$ cat config.mk
export PLATFORM = sky130hd
export DESIGN_NAME = systolic_seq_ctrl
export DESIGN_NICKNAME = d
export VERILOG_FILES = /design/src/rtl/systolic_seq_ctrl.sv
export SDC_FILE = /design/constraint.sdc
export NUM_CORES = 1
export LEC_CHECK = 0
export ABC_AREA = 1
export CORE_AREA = 2 2 97 99
export DETAILED_ROUTE_END_ITERATION = 8
export DIE_AREA = 0 0 99 101
export GPL_ROUTABILITY_DRIVEN = 0
export PLACE_DENSITY = 0.49
export SYNTH_ARGS = -nofsm -noshare
export SYNTH_HDL_FRONTEND = slang
export SYNTH_SLANG_ARGS = --single-unit
$ cat constraint.sdc
create_clock -name clk -period 2.75 [get_ports clk]
set_input_delay 0.6875 -clock clk [delete_from_list [all_inputs] [get_ports clk]]
set_output_delay 0.6875 -clock clk [all_outputs]
set_load 0.03 [all_outputs]
$ cat src/rtl/systolic_seq_ctrl.sv
// Job sequencer for an N x N output-stationary systolic array: clear, skewed operand feed, drain, capture.
// Latency start->done is K+3N cycles (1 for K=0); it has no backpressure, and abort cancels a job in CLEAR, FEED or DRAIN.
module systolic_seq_ctrl #(
    parameter int N     = 4,
    parameter int K_MAX = 16,
    parameter int KW    = $clog2(K_MAX + 1),
    parameter int AW    = $clog2(K_MAX)
) (
    input  logic            clk,
    input  logic            rst,
    input  logic            start,
    input  logic [KW-1:0]   k_len,
    input  logic            abort,
    output logic            busy,
    output logic            done,
    output logic            acc_clr,
    output logic [N-1:0]    a_rd_en,
    output logic [N*AW-1:0] a_rd_addr,
    output logic [N-1:0]    b_rd_en,
    output logic [N*AW-1:0] b_rd_addr,
    output logic            res_capture
);

    localparam int TW = $clog2(K_MAX + N - 1);
    localparam int DW = $clog2(2 * N - 1);

    localparam logic [TW-1:0] T_EXTRA = TW'(N - 2);
    localparam logic [DW-1:0] D_LAST  = DW'(2 * N - 2);
    localparam logic [KW-1:0] K_SAT   = KW'(K_MAX);

    typedef enum logic [2:0] {
        S_IDLE,
        S_CLEAR,
        S_FEED,
        S_DRAIN,
        S_DONE
    } state_t;

    state_t         state;
    logic [KW-1:0]  k_reg;
    logic [TW-1:0]  t;
    logic [DW-1:0]  d;
    logic [TW-1:0]  t_last;
    logic [TW-1:0]  t_nxt;

    assign t_last = TW'(k_reg) + T_EXTRA;
    assign t_nxt  = t + TW'(1);

    // Row/column i sees operand step t-i, so the wavefront enters skewed by one cycle per edge PE.
    function automatic logic [N-1:0] feed_en(input logic [TW-1:0] tv, input logic [KW-1:0] kv);
        logic [N-1:0] r;
        r = '0;
        for (int i = 0; i < N; i++) begin
            r[i] = (tv >= TW'(i)) && ((tv - TW'(i)) < TW'(kv));
        end
        return r;
    endfunction

    function automatic logic [N*AW-1:0] feed_addr(input logic [TW-1:0] tv, input logic [KW-1:0] kv);
        logic [N*AW-1:0] r;
        r = '0;
        for (int i = 0; i < N; i++) begin
            if ((tv >= TW'(i)) && ((tv - TW'(i)) < TW'(kv))) begin
                r[i*AW +: AW] = AW'(tv - TW'(i));
            end
        end
        return r;
    endfunction

    always_ff @(posedge clk or negedge rst) begin
        if (!rst) begin
            state       <= S_IDLE;
            k_reg       <= '0;
            t           <= '0;
            d           <= '0;
            busy        <= 1'b0;
            done        <= 1'b0;
            acc_clr     <= 1'b0;
            res_capture <= 1'b0;
            a_rd_en     <= '0;
            a_rd_addr   <= '0;
            b_rd_en     <= '0;
            b_rd_addr   <= '0;
        end else begin
            done        <= 1'b0;
            acc_clr     <= 1'b0;
            res_capture <= 1'b0;
            a_rd_en     <= '0;
            a_rd_addr   <= '0;
            b_rd_en     <= '0;
            b_rd_addr   <= '0;
            case (state)
                S_IDLE: begin
                    t <= '0;
                    d <= '0;
                    if (start) begin
                        busy <= 1'b1;
                        if (k_len == '0) begin
                            k_reg <= '0;
                            done  <= 1'b1;
                            state <= S_DONE;
                        end else begin
                            k_reg   <= (k_len > K_SAT) ? K_SAT : k_len;
                            acc_clr <= 1'b1;
                            state   <= S_CLEAR;
                        end
                    end
                end
                S_CLEAR: begin
                    if (abort) begin
                        busy  <= 1'b0;
                        state <= S_IDLE;
                    end else begin
                        t         <= '0;
                        a_rd_en   <= feed_en('0, k_reg);
                        a_rd_addr <= feed_addr('0, k_reg);
                        b_rd_en   <= feed_en('0, k_reg);
                        b_rd_addr <= feed_addr('0, k_reg);
                        state     <= S_FEED;
                    end
                end
                S_FEED: begin
                    if (abort) begin
                        busy  <= 1'b0;
                        state <= S_IDLE;
                    end else if (t == t_last) begin
                        d     <= '0;
                        state <= S_DRAIN;
                    end else begin
                        t         <= t_nxt;
                        a_rd_en   <= feed_en(t_nxt, k_reg);
                        a_rd_addr <= feed_addr(t_nxt, k_reg);
                        b_rd_en   <= feed_en(t_nxt, k_reg);
                        b_rd_addr <= feed_addr(t_nxt, k_reg);
                    end
                end
                S_DRAIN: begin
                    if (abort) begin
                        busy  <= 1'b0;
                        state <= S_IDLE;
                    end else if (d == D_LAST) begin
                        done        <= 1'b1;
                        res_capture <= 1'b1;
                        state       <= S_DONE;
                    end else begin
                        d <= d + DW'(1);
                    end
                end
                S_DONE: begin
                    busy  <= 1'b0;
                    state <= S_IDLE;
                end
                default: begin
                    busy  <= 1'b0;
                    state <= S_IDLE;
                end
            endcase
        end
    end

endmodule

Word level (Yosys, flattened, before mapping)
Cells that the tools add are included.
{"block": "totals", "inputBits": 9, "output_inout_bits": 44, "word_cells": 97, "regBits": 40}
{"block": "classes", "mux": 42, "order_cmp": 10, "n_reduce_logical": 14, "add_sub_neg": 6, "eq_ne": 15}
{"operator": "$mux W16", "count": 3}
{"operator": "$mux W3", "count": 10}
{"operator": "$mux W5", "count": 5}
{"operator": "$mux W4", "count": 6}
{"operator": "$lt A5 B5 Y1", "count": 4}
{"operator": "$pmux W5 S3", "count": 1}
{"operator": "$ne A2 B2 Y1 const B", "count": 7}
{"operator": "$pmux W3 S4", "count": 1}
{"operator": "$mux W1", "count": 11}
{"operator": "$ge A5 B1 Y1 const B", "count": 2}
{"operator": "$ge A5 B2 Y1 const B", "count": 2}
{"operator": "$sub A5 B2 Y5 const B", "count": 2}
{"operator": "$pmux W3 S3", "count": 1}
{"operator": "$pmux W4 S2", "count": 1}
{"operator": "$eq A3 B2 Y1 const B", "count": 2}
{"operator": "$ne A3 B3 Y1 const B", "count": 2}
{"operator": "$reduce_bool A3 Y1", "count": 2}
{"operator": "$add A5 B1 Y5 const B", "count": 1}
{"operator": "$add A5 B2 Y5 const B", "count": 1}
{"operator": "$eq A5 B5 Y1", "count": 1}
{"operator": "$gt A5 B5 Y1 const B", "count": 1}
{"operator": "$logic_not A5 Y1", "count": 1}
{"operator": "$lt A1 B5 Y1 const A", "count": 1}
{"operator": "$reduce_and A5 Y1", "count": 1}
{"operator": "other kinds (13)", "count": 18}

Logic depth before layout (Yosys ltp)
Gate-level depths: netlist (run 1).
{"block": "logic_depth", "depth_word": 8, "depth_mapped": 15, "depth_no_buf": 15}

Worst setup path after synthesis (run 1)
No wires, ideal clock.
{"block": "synth_path", "path_kind": "reg2reg", "from": "reg t[0]", "to": "reg b_rd_addr[10]", "slack_ns": 0.281, "path_stages_with_launch": 14, "arrival_time_ns": 2.329, "synth_period_minus_slack_ns": 2.469, "path_buffers": 1, "path_cell_list": "dfrtp_1 > buf_4 > inv_1 > ha_1 > inv_1 > ha_1 > inv_1 > nor2_1 > nor2_1 > inv_1 > ha_1 > nand2_1 > a21boi_0 > nor3_1"}
{"block": "synth_between", "elab_chain_cells": 8, "elab_cells_between_ends": 10}
{"item": "start: declaration", "line": "41", "rtl": "logic [TW-1:0] t;"}
{"item": "start signal: assignment", "line": "130", "rtl": "t <= t_nxt;"}
{"item": "$add A5 B1 Y5", "line": "47", "rtl": "assign t_nxt = t + TW'(1);"}
{"item": "$sub A5 B2 Y5", "line": "64", "rtl": "r[i*AW +: AW] = AW'(tv - TW'(i));"}
{"item": "$lt A5 B5 Y1", "line": "63", "rtl": "if ((tv >= TW'(i)) && ((tv - TW'(i)) < TW'(kv))) begin"}
{"item": "$logic_and A1 B1 Y1", "line": "63"}
{"item": "$mux W4", "line": "63"}
{"item": "$mux W16 *", "line": "126", "rtl": "end else if (t == t_last) begin"}
{"item": "$mux W16 *", "line": "123", "rtl": "if (abort) begin"}
{"item": "$mux W16 *"}
{"item": "end signal: assignment", "line": "118", "rtl": "b_rd_addr <= feed_addr('0, k_reg);"}
{"item": "end signal: assignment", "line": "134", "rtl": "b_rd_addr <= feed_addr(t_nxt, k_reg);"}
{"item": "end: declaration", "line": "20", "rtl": "output logic [N*AW-1:0] b_rd_addr,"}
Mark *: on every way between the ends. The rest lies on a longest branch, timed or not.
A chain may end at the register's enable or synchronous reset.

Final worst setup path (run 1)
{"block": "layout_path", "from": "reg t[1]", "to": "reg b_rd_addr[14]"}
Same word-level chain as after synthesis.

==> results.py, run 1 <==
metrics = {
    "setup_path": {
        "worst_ep_required_time_ps": 2950,
        "end_kind": "register",
        "path_class": "register to register",
        "r2r_cells": 14,
        "critPathMaxFanout": 9,
        "arrival_ps": 2700,
        "timing.critical_path.from_type": "register",
        "regToRegSetupSlack_ps": 250,
    },
    "final_layout": {
        "multi_input_area_sq_um": 1280,
        "nFillCells": 961,
        "nNetsFinal": 401,
        "post_route_cells_drive_above_1_share_pct": 9.09,
        "largest_register_ff_count": 16,
        "post-route-cell-area_sq_um": 3230,
        "final-seq-area_sq_um": 1000,
        "diodes": 0,
        "syn2layout_area_growth_pct": 23.5,
    },
    "place": {
        "placedInstanceArea_sq_um": 3120,
        "post-dp-hpwl_um": 4510,
        "port-buffer-count": 52,
    },
    "cts": {
        "cts-htree-levels": 2,
        "cts-root-buf": "sky130_fd_sc_hd__clkbuf_8",
        "post_cts_hold_buffer_count": 0,
        "clock_tree.buffer_depth": 2,
        "clkTransAtPathRegs_ps": 80,
        "clock_latency_ps": 290,
        "clock_tree_from_tritoncts": "built",
        "cts_inserted_buffers": 5,
        "cts_sinks": 40,
    },
    "drt": {
        "route.detailed.drc": 0,
        "route.detailed.vias_per_inst": 4.48,
        "number_of_detailed_routing_iterations_run_before_antenna_repair": 4,
        "wire_per_inst_um": 12.5,
        "final_antenna_net_count": 0,
        "drt-initial-drc-count": 138,
        "drt-total-wl_um": 5940,
        "num_vias": 2125,
    },
    "timing": {
        "clock_skew_ps": 10.3,
        "timing.final.setup_violations": 0,
        "final_hold_viol_count": 0,
        "unrepaired_setup_endpoints_after_global_routing": "false",
        "clock.fmax_mhz": 400,
        "finalCriticalPeriod_ps": 2500,
        "fin_crit_sh_pct": 90.9,
        "slew_headroom_pct": 39.6,
        "worst_slew_pin_slew_ps": 906,
        "slew_viol_final": 0,
        "tns_ps": 0,
    },
    "power": {
        "vdd_ir_drop_max_mv": 0.347,
        "leakagePower_nw": 1.61,
        "fin_total_pwr_mw": 3.06,
        "power_density_nw_per_um2": 948,
    },
    "logic_synthesis": {
        "synth_sequential_area_ratio_pct": 38.3,
        "synth_area_sq_um": 2620,
        "postSynthRegisterBits": 40,
        "synth-xor-area-share_pct": 2.34,
        "post_synth.cell_area_avg_sq_um": 8.17,
        "nets_in_the_synthesized_netlist": 358,
        "yosysTopAreaCell": "sky130_fd_sc_hd__dfrtp_1",
        "post-synth-top-area-fraction_pct": 38.3,
        "dominant_combinational_cell_family_by_area_after_synthesis": "simple AND/OR/NAND/NOR gates",
        "netlist_top_cells_area": "sky130_fd_sc_hd__dfrtp_1 (38%), sky130_fd_sc_hd__ha_1 (14%), sky130_fd_sc_hd__nand2_1 (9.8%)",
        "yosys_warnings": 0,
        "netlist_instances": 320,
        "synth_compound_area_share_pct": 5.79,
        "synth_simple_gate_area_share_pct": 26.9,
        "synth.area.mux_share_pct": 0,
        "synth.lib_cells_used.distinct": 29,
        "synth-adder-area-share_pct": 13.9,
    },
    "global_routing": {
        "grt_pass1_vias": 2003,
        "grt_antenna_before_repair": 0,
        "grt_first_pass_wirelength_um": 9810,
        "gr_overflow_total": 0,
        "maximum_number_of_pins_on_one_net_before_global_route_repair": 41,
        "global_route_total_usage_across_every_layer_pct": 12.4,
    },
    "die": {
        "chipWidth_um": 99,
        "die_h_um": 101,
        "top_level_ports": 53,
        "row_count": 35,
        "initial_utilization_pct": 29.1,
        "floorplan.die_area_sq_um": 10000,
        "core_area_sq_um": 8980,
    },
    "hold_path": {
        "min-delay-path-class": "input pin to asynchronous set/reset pin",
    },
    "status": {
        "run_status": "completed",
    },
    "run": {
        "drv.max_cap_violation_count": 0,
    },
}
report_power, final:
part | leakage (nW) | total, mW | switching, mW | internal (mW)
Combinational | 1.03 | 1.88 | 1.16 | 0.721
Sequential | 0.540 | 0.812 | 0.104 | 0.707
Clock | 0.0410 | 0.372 | 0.199 | 0.173
Total | 1.61 | 3.06 | 1.46 | 1.60
critical path, stage by stage (launching register included):
cell and delay (ps):
sky130_fd_sc_hd__dfrtp_2 470, sky130_fd_sc_hd__ha_1 240, sky130_fd_sc_hd__inv_1 60, sky130_fd_sc_hd__nand2_1 70, sky130_fd_sc_hd__nand2_4 130, sky130_fd_sc_hd__inv_1 90, sky130_fd_sc_hd__nor2_1 160, sky130_fd_sc_hd__nand2_1 80
sky130_fd_sc_hd__xor2_1 150, sky130_fd_sc_hd__ha_1 290, sky130_fd_sc_hd__a21oi_1 130, sky130_fd_sc_hd__o21ai_0 90, sky130_fd_sc_hd__nor2_1 90, sky130_fd_sc_hd__nand2_1 130, sky130_fd_sc_hd__nor3b_1 220
cells in the mapped netlist:
cell type / n
sky130_fd_sc_hd__nand3_1: 18
sky130_fd_sc_hd__o21ai_0: 10
sky130_fd_sc_hd__xor2_1: 3
sky130_fd_sc_hd__o21bai_1: 2
sky130_fd_sc_hd__dfrtp_1: 40
sky130_fd_sc_hd__a31oi_1: 1
sky130_fd_sc_hd__ha_1: 29
sky130_fd_sc_hd__nand4_1: 7
sky130_fd_sc_hd__or2_1: 1
sky130_fd_sc_hd__dlygate4sd1_1: 1
sky130_fd_sc_hd__nor2_2: 1
sky130_fd_sc_hd__a21oi_1: 7
sky130_fd_sc_hd__nand2_1: 68
sky130_fd_sc_hd__nor2_4: 2
sky130_fd_sc_hd__buf_6: 1
sky130_fd_sc_hd__nand3_2: 2
sky130_fd_sc_hd__xnor2_1: 4
sky130_fd_sc_hd__a22o_1: 1
sky130_fd_sc_hd__o21ai_4: 1
sky130_fd_sc_hd__nor3b_1: 3
sky130_fd_sc_hd__a21boi_0: 1
sky130_fd_sc_hd__nand2_4: 2
sky130_fd_sc_hd__buf_4: 21
sky130_fd_sc_hd__inv_2: 4
sky130_fd_sc_hd__nor2_1: 37
sky130_fd_sc_hd__a22oi_2: 1
sky130_fd_sc_hd__inv_1: 38
sky130_fd_sc_hd__nor3_1: 10
sky130_fd_sc_hd__nand2_2: 4
kinds of logic (layout without fill, tap and decap cells):
logic type / Yosys count / in the layout
AO/OA/AOI/OAI: 24 / 24
adder cells (fa/ha/maj): 29 / 29
buffers and inverters: 65 / 108
AND/OR/NAND/NOR: 155 / 155
flip-flops: 40 / 40
XOR/XNOR: 7 / 7
placed cells by master (no fill, tap or decap), drive strengths merged, types with 2 or more instances in the layout:
| master | netlist | final |
|---|---|---|
| a21oi | 7 | 7 |
| buf | 22 | 8 |
| clkbuf | 0 | 6 |
| clkdlybuf4s50 | 0 | 51 |
| dfrtp | 40 | 40 |
| ha | 29 | 29 |
| inv | 42 | 42 |
| nand2 | 74 | 74 |
| nand3 | 20 | 20 |
| nand4 | 7 | 7 |
| nor2 | 40 | 40 |
| nor3 | 10 | 10 |
| nor3b | 3 | 3 |
| o21ai | 11 | 11 |
| o21bai | 2 | 2 |
| xnor2 | 4 | 4 |
| xor2 | 3 | 3 |
timing repair:
item	CTS	global route
setup endpoints to repair	0	17
resized for setup	0	3
setup buffers	0	3
per-stage QoR:
stage          worst slack (ps)  std cells  hold WS (ps)  utilization, %
3_3_place_gp                171        464           500            34.8
5_1_grt                    1.09        474           551            36.0
3_5_place_dp                149        464           505            34.8
2_1_floorplan               281        320           392               -
4_1_cts                    79.9        471           524            35.6
6_report                    250        474           516            36.0
final timing paths:
path,startpoint,end
min in group clk,d[1],d[1]
max in group asynchronous,rst,t[1]
max reg2reg,t[1],b_rd_addr[14]
max,t[1],b_rd_addr[14]
min,rst,res_capture
min reg2reg,d[1],d[1]
final cells by class:
type	count	area share (%)
multi-input cells	215	39.8
flip-flops and latches	40	31.1
repair buffers	59	17.6
inverters	42	4.88
well taps	111	4.30
clock buffers	6	2.25
clock inverters	1	0.155
layer usage:
layer	vias to the layer above	share of wire [%]	routed length, um	track usage (%)
met3	8	5.1	303	2.70
met5	-	0	0	0
met2	60	45	2700	20.6
met1	973	47	2810	16.2
met4	0	2.2	129	3.90
li1	1084	-	-	-
(Power assumes the default switching activity.)
==> run 2: changes to the inputs <==
--- a/config.mk
+++ b/config.mk
@@ -10,7 +10,7 @@
 export DETAILED_ROUTE_END_ITERATION = 8
 export DIE_AREA = 0 0 99 101
 export GPL_ROUTABILITY_DRIVEN = 0
-export PLACE_DENSITY = 0.49
+export PLACE_DENSITY = 0.6
 export SYNTH_ARGS = -nofsm -noshare
 export SYNTH_HDL_FRONTEND = slang
 export SYNTH_SLANG_ARGS = --single-unit
==> results.py, run 2 (same netlist as run 1, synthesis figures left out) <==
metrics = {
    "status": {
        "run_status": "completed",
    },
    "global_routing": {
        "grt_antenna_before_repair": 0,
        "met3_track_demand_over_resource_in_global_routing_pct": 2.50,
        "grt_first_pass_wirelength_um": 10200,
        "gr_overflow_total": 0,
        "met2_track_demand_over_resource_pct": 20.9,
        "grt_pass1_vias": 2114,
        "global_route_total_usage_across_every_layer_pct": 12.7,
        "grt_util_met1_pct": 17.1,
        "maximum_number_of_pins_on_one_net_before_global_route_repair": 41,
        "grt-busiest-layer": "met2",
    },
    "drt": {
        "drt-initial-drc-count": 112,
        "route.detailed.vias_per_inst": 4.57,
        "number_of_detailed_routing_iterations_run_before_antenna_repair": 4,
        "route.detailed.drc": 0,
        "final_antenna_net_count": 0,
        "drt-total-wl_um": 5900,
        "wire_per_inst_um": 12.5,
        "num_vias": 2149,
    },
    "cts": {
        "clock_latency_ps": 290,
        "cts-root-buf": "sky130_fd_sc_hd__clkbuf_8",
        "clock_tree.buffer_depth": 2,
        "clock_tree_from_tritoncts": "built",
        "cts_sinks": 40,
        "cts-htree-levels": 2,
        "cts_inserted_buffers": 5,
        "clkTransAtPathRegs_ps": 80,
    },
    "place": {
        "placedInstanceArea_sq_um": 3110,
        "place.detailed.instances": 463,
        "post-dp-hpwl_um": 4590,
        "port-buffer-count": 52,
        "place_worst_setup_slack_ps": 209,
    },
    "die": {
        "row_count": 35,
        "top_level_ports": 53,
        "core_area_sq_um": 8980,
        "die_h_um": 101,
        "floorplan.die_area_sq_um": 10000,
        "initial_utilization_pct": 29.1,
        "chipWidth_um": 99,
    },
    "timing": {
        "finalCriticalPeriod_ps": 2500,
        "unrepaired_setup_endpoints_after_global_routing": "false",
        "setup_slack_ps": 249,
        "slew_headroom_pct": 41.7,
        "clock_skew_ps": 5.66,
        "worst_slew_pin_slew_ps": 874,
        "clock.fmax_mhz": 400,
        "fin_crit_sh_pct": 90.9,
        "final_hold_viol_count": 0,
        "timing.final.setup_violations": 0,
        "tns_ps": 0,
        "slew_viol_final": 0,
    },
    "power": {
        "power.switching_mw": 1.46,
        "clk_pwr_share_pct": 12.2,
        "vdd_ir_drop_max_mv": 0.404,
        "seq_power_share_pct": 26.8,
        "power.switching_fraction_pct": 48.0,
        "power_density_nw_per_um2": 952,
        "cell_internal_power_dissipation_mw": 1.58,
        "combPwrFrac_pct": 61.0,
        "leakagePower_nw": 1.59,
    },
    "final_layout": {
        "final_std_cells_w_o_fill": 470,
        "largest_register_ff_count": 16,
        "diodes": 0,
        "layout_common_cells": "sky130_fd_sc_hd__nand2_1 (68), sky130_fd_sc_hd__clkdlybuf4s50_1 (51), sky130_fd_sc_hd__inv_1 (38), sky130_fd_sc_hd__dfrtp_1 (38), sky130_fd_sc_hd__nor2_1 (37)",
        "post_route_cells_drive_above_1_share_pct": 8.36,
        "post-route-cell-area_sq_um": 3200,
        "nNetsFinal": 397,
        "syn2layout_area_growth_pct": 22.4,
        "layout_commonest_cell": "sky130_fd_sc_hd__nand2_1",
    },
    "setup_path": {
        "end_kind": "register",
        "critPathMaxFanout": 10,
        "worst_ep_required_time_ps": 2950,
        "timing.critical_path.from_type": "register",
        "arrival_ps": 2700,
        "path_class": "register to register",
    },
    "hold_path": {
        "min-delay-path-class": "input pin to asynchronous set/reset pin",
    },
    "run": {
        "drv.max_cap_violation_count": 0,
    },
}
==> run 2: cell count changes in the layout (fill, tap and decap cells not counted) <==
cell                      change
sky130_fd_sc_hd__nand2_2      +1
sky130_fd_sc_hd__xnor2_1      -1
sky130_fd_sc_hd__nand2_4      -1
sky130_fd_sc_hd__buf_4        -4
sky130_fd_sc_hd__xnor2_2      +1
==> run 2: final timing paths <==
check | from | end | slack [ps] | depth (start not counted)
setup / recovery | t[0] | b_rd_addr[15] | 250 | 14
setup reg to reg | t[0] | b_rd_addr[15] | 250 | 14
max in group asynchronous | rst | t[1] | 1640 | 1
hold / removal | rst | b_rd_en[1] | 510 | 1
hold reg to reg | d[1] | d[1] | 520 | 2
min in group clk | d[1] | d[1] | 520 | 2
==> run 2: repair_timing <==
| item | 4_1_cts | 5_1_grt |
|---|---|---|
| hold buffers | 0 | 0 |
| buffers inserted | 0 | 0 |
| endpoints found under the setup margin | 0 | 10 |
| resized for setup | 0 | 3 |
==> run 2: metrics by stage <==
step / hold WS [ps] / power, mW / util (%)
after CTS: 520 / 3.05 / 35.6
after global placement: 500 / 2.62 / 34.7
after detailed placement: 504 / 2.67 / 34.7
after global routing: 568 / 3.36 / 35.7
after floorplan: 392 / 2.16 / -
final: 511 / 3.05 / 35.7
==> run 2: area by class of cell <==
class                           count  area (sq um)
Clock inverter                      1          5.00
Inverter                           42           158
Multi-Input combinational cell    215          1290
Sequential cell                    40          1000
Clock buffer                        6          72.6
Timing Repair Buffer               55           538
Tap cell                          111           139
Fill cell                         937          5780
==> run 2: critical path, cell delays in order (launching register included) <==
cell                      delay, ps
sky130_fd_sc_hd__dfrtp_2        490
sky130_fd_sc_hd__ha_1           260
sky130_fd_sc_hd__inv_1           70
sky130_fd_sc_hd__nand2_1         60
sky130_fd_sc_hd__nand2_2        160
sky130_fd_sc_hd__inv_1          100
sky130_fd_sc_hd__nor2_1         150
sky130_fd_sc_hd__nand2_1         80
sky130_fd_sc_hd__xor2_1         140
sky130_fd_sc_hd__ha_1           290
sky130_fd_sc_hd__a21oi_1        120
sky130_fd_sc_hd__o21ai_0         80
sky130_fd_sc_hd__nor2_1          90
sky130_fd_sc_hd__nand2_1        120
sky130_fd_sc_hd__nor3b_1        200
==> run 2: power groups by stage <==
stage	combinational (mW)	clock [mW]	sequential [mW]
2_1_floorplan	1.26	0	0.897
3_3_place_gp	1.80	0	0.820
3_5_place_dp	1.85	0	0.829
4_1_cts	1.85	0.381	0.817
5_1_grt	2.11	0.409	0.839
6_report	1.86	0.371	0.818
==> run 2: routing by layer <==
metal | part of all wire (%) | vias to the layer above
li1 | - | 1078
met1 | 47 | 1004
met2 | 46 | 60
met3 | 5.3 | 7
met4 | 1.4 | 0
met5 | 0 | -
==> RTL change (settings of run 1) <==
Add an input register stage for `start`, `k_len` and `abort`, without a reset; this delays them by one clock. Comments in the files are not updated.
--- a/src/rtl/systolic_seq_ctrl.sv
+++ b/src/rtl/systolic_seq_ctrl.sv
@@ -36,4 +36,14 @@
         S_DONE
     } state_t;
+
+    logic start_q;
+    logic [KW-1:0] k_len_q;
+    logic abort_q;
+
+    always_ff @(posedge clk) begin
+        start_q <= start;
+        k_len_q <= k_len;
+        abort_q <= abort;
+    end
 
     state_t         state;
@@ -94,12 +104,12 @@
                     t <= '0;
                     d <= '0;
-                    if (start) begin
+                    if (start_q) begin
                         busy <= 1'b1;
-                        if (k_len == '0) begin
+                        if (k_len_q == '0) begin
                             k_reg <= '0;
                             done  <= 1'b1;
                             state <= S_DONE;
                         end else begin
-                            k_reg   <= (k_len > K_SAT) ? K_SAT : k_len;
+                            k_reg   <= (k_len_q > K_SAT) ? K_SAT : k_len_q;
                             acc_clr <= 1'b1;
                             state   <= S_CLEAR;
@@ -108,5 +118,5 @@
                 end
                 S_CLEAR: begin
-                    if (abort) begin
+                    if (abort_q) begin
                         busy  <= 1'b0;
                         state <= S_IDLE;
@@ -121,5 +131,5 @@
                 end
                 S_FEED: begin
-                    if (abort) begin
+                    if (abort_q) begin
                         busy  <= 1'b0;
                         state <= S_IDLE;
@@ -136,5 +146,5 @@
                 end
                 S_DRAIN: begin
-                    if (abort) begin
+                    if (abort_q) begin
                         busy  <= 1'b0;
                         state <= S_IDLE;
Formal check against the unedited RTL: not equivalent (a bounded check fails within 4 cycles, from zero or initial values and one cycle with rst low).
==> RTL change against run 1 <==
Hold slack got worse by 60 ps; power decreased by 0.88%; clock skew barely moved; non-clock buffer count is 3 lower; clock power rose by 63%; routed wire length decreased by 1.1%; via count increased by 0.38%; sequential cell count increased by 7; combinational power shrank 18%; setup slack improved by 5.5 ps; synthesized area up 5.2%; cell area increased by 5.5%; sequential power is 9.6% higher; count of clock-buffer cells in the layout decreased by 1; critical path type unchanged; highest routed layer unchanged.
==> RTL change: results (changes against run 1) <==
Worst setup path
  • Worst Path Max Fanout: 9 (unchanged)
  • Crit. Startpoint: t[0]
  • Critical path arrival: 2710 ps (about the same)
  • Worst Reg-to-Reg Cells: 14 (unchanged)

Drt
  • DR iter-0 viols: 62 (-55%)
  • Post-DR vias/cell: 4.41 (-1.7%)
  • Router iterations before antenna repair: 4 (unchanged)
  • Avg WL per Cell: 12.1 µm (-3.2%)
  • DR vias: 2,133 (+0.38%)

Logic synthesis
  • Net Count, Synth: 370 (+3.4%)
  • YS warnings: 0 (unchanged)
  • Most area-consuming cells after synthesis: dfrtp_1 (36%), ha_1 (13%), nand2_1 (9.4%), buf_4 (5.7%), inv_1 (5.6%)
  • Post-synth ARST share: 0.851 (-0.149)
  • Share of the synthesized area in the top cell type: 0.364 (-0.0188)
  • Synth cell count leaders: nand2_1 (69), inv_1 (41), dfrtp_1 (40), nor2_1 (37), ha_1 (29)
  • Syn Inst Count: 332 (+3.8%)
  • Seq/Total Area, Yosys: 0.415 (+0.0321)
  • Yosys cell types: 30 (+3.4%)

Place
  • Port Buffer Count: 52 (unchanged)
  • Post-detail-place hpwl: 4480 µm (-0.54%)
  • Post-placement cell count: 476 (+2.6%)

Global route
  • First-pass GRT wire length: 9960 µm (+1.5%)
  • Total GRT Usage: 0.125 (+0.000804)
  • Initial antenna violation count: 0 (unchanged)
  • Largest net degree at the start of global routing: 41 (unchanged)

Clocking
  • Max H-tree Level: 2 (unchanged)
  • Postcts setup bufs: 0 (unchanged)
  • Post_cts resized: 0 (unchanged)
  • CTS Buf Count: 5 (unchanged)
  • Clock Path Buffers: 2 (unchanged)
  • Clock root buffer: clkbuf_8
  • CTS clk-pin slew, worst paths: 90 ps
  • Worst-Skew Late Latency: 300 ps

Finish
  • Max reg flops: 16 (unchanged)
  • # diodes: 0 (unchanged)
  • Nets: 410 (+2.2%)
  • Largest register by flop count: b_rd_addr
  • Share of cells above drive strength 1: 0.0912 (+0.000244)

Run status
  • Outcome: complete, no violations

Power and ir drop
  • P_int: 1730 µW (+8.2%)
  • P_seq: 890 µW (+9.6%)
  • Static Leak: 0.00168 µW (+3.9%)
  • Worst vdd ir: 0.429 mV (+24%)
  • Switching Share: 0.430 (-0.0477)
  • Comb pwr share: 0.507 (-0.107)

Timing
  • Final hold viol count: 0 (unchanged)
  • Worst rel slew slack: 0.404 (+0.00790)
  • Clk_skew: 9.87 ps (-0.393 ps)

Worst hold path
  • Hold Path Cell Cnt: 2
  • Min-Delay Path Class: flop to flop
  • Hold path start: start_q
## RTL change: final cells by class
class	instances	area [µm²]
fill	901	5570
multi-input combinational	218	1280
sequential	47	1140
timing repair buffer	56	546
inverter	44	165
tap	111	139
clock buffer	5	68.8
clock inverter	3	67.6
## RTL change: final timing paths
| check | end | slack (ps) |
|---|---|---|
| worst min register to register | acc_clr | 460 |
| max in group asynchronous | t[0] | 1640 |
| worst min-delay path | acc_clr | 460 |
| worst max-delay path | b_rd_addr[14] | 260 |
| min in group asynchronous | res_capture | 500 |
| worst max register to register | b_rd_addr[14] | 260 |
## RTL change: metrics by stage
stage / area [µm²] / setup slack, ps
3_5_place_dp: 3260 / 251
6_report: 3410 / 256
2_1_floorplan: 2750 / 278
5_1_grt: 3410 / 10.0
4_1_cts: 3400 / 211
3_3_place_gp: 3260 / 279
## RTL change: critical path, stage by stage, from the launching register on
cell	delay (ps)
dfrtp_2	470
ha_1	250
inv_1	60
nand2_1	50
nand2_2	170
inv_1	110
nor2_1	160
nand2_1	90
xor2_1	150
ha_1	290
a21oi_1	120
o21ai_0	90
nor2_1	110
nand2_2	100
nor3b_1	180
## RTL change: layer usage
layer | vias to the layer above | track usage | part of all wire
met5 | - | 0 | 0
met4 | 0 | 0.0295 | 0.0078
met3 | 5 | 0.0236 | 0.049
met2 | 55 | 0.212 | 0.46
met1 | 963 | 0.165 | 0.48
li1 | 1110 | - | -
## RTL change: logic make-up (layout without fill, tap and decap cells)
kind of cell | after synthesis | in the layout | share of synthesized area
AOI/OAI and AO/OA | 31 | 31 | 0.0619
xor gates and xnor gates | 7 | 7 | 0.0223
adders and majority gates | 29 | 29 | 0.132
buffers and inverters | 67 | 108 | 0.123
DFF | 47 | 47 | 0.415
and+or+nand+nor | 151 | 151 | 0.246
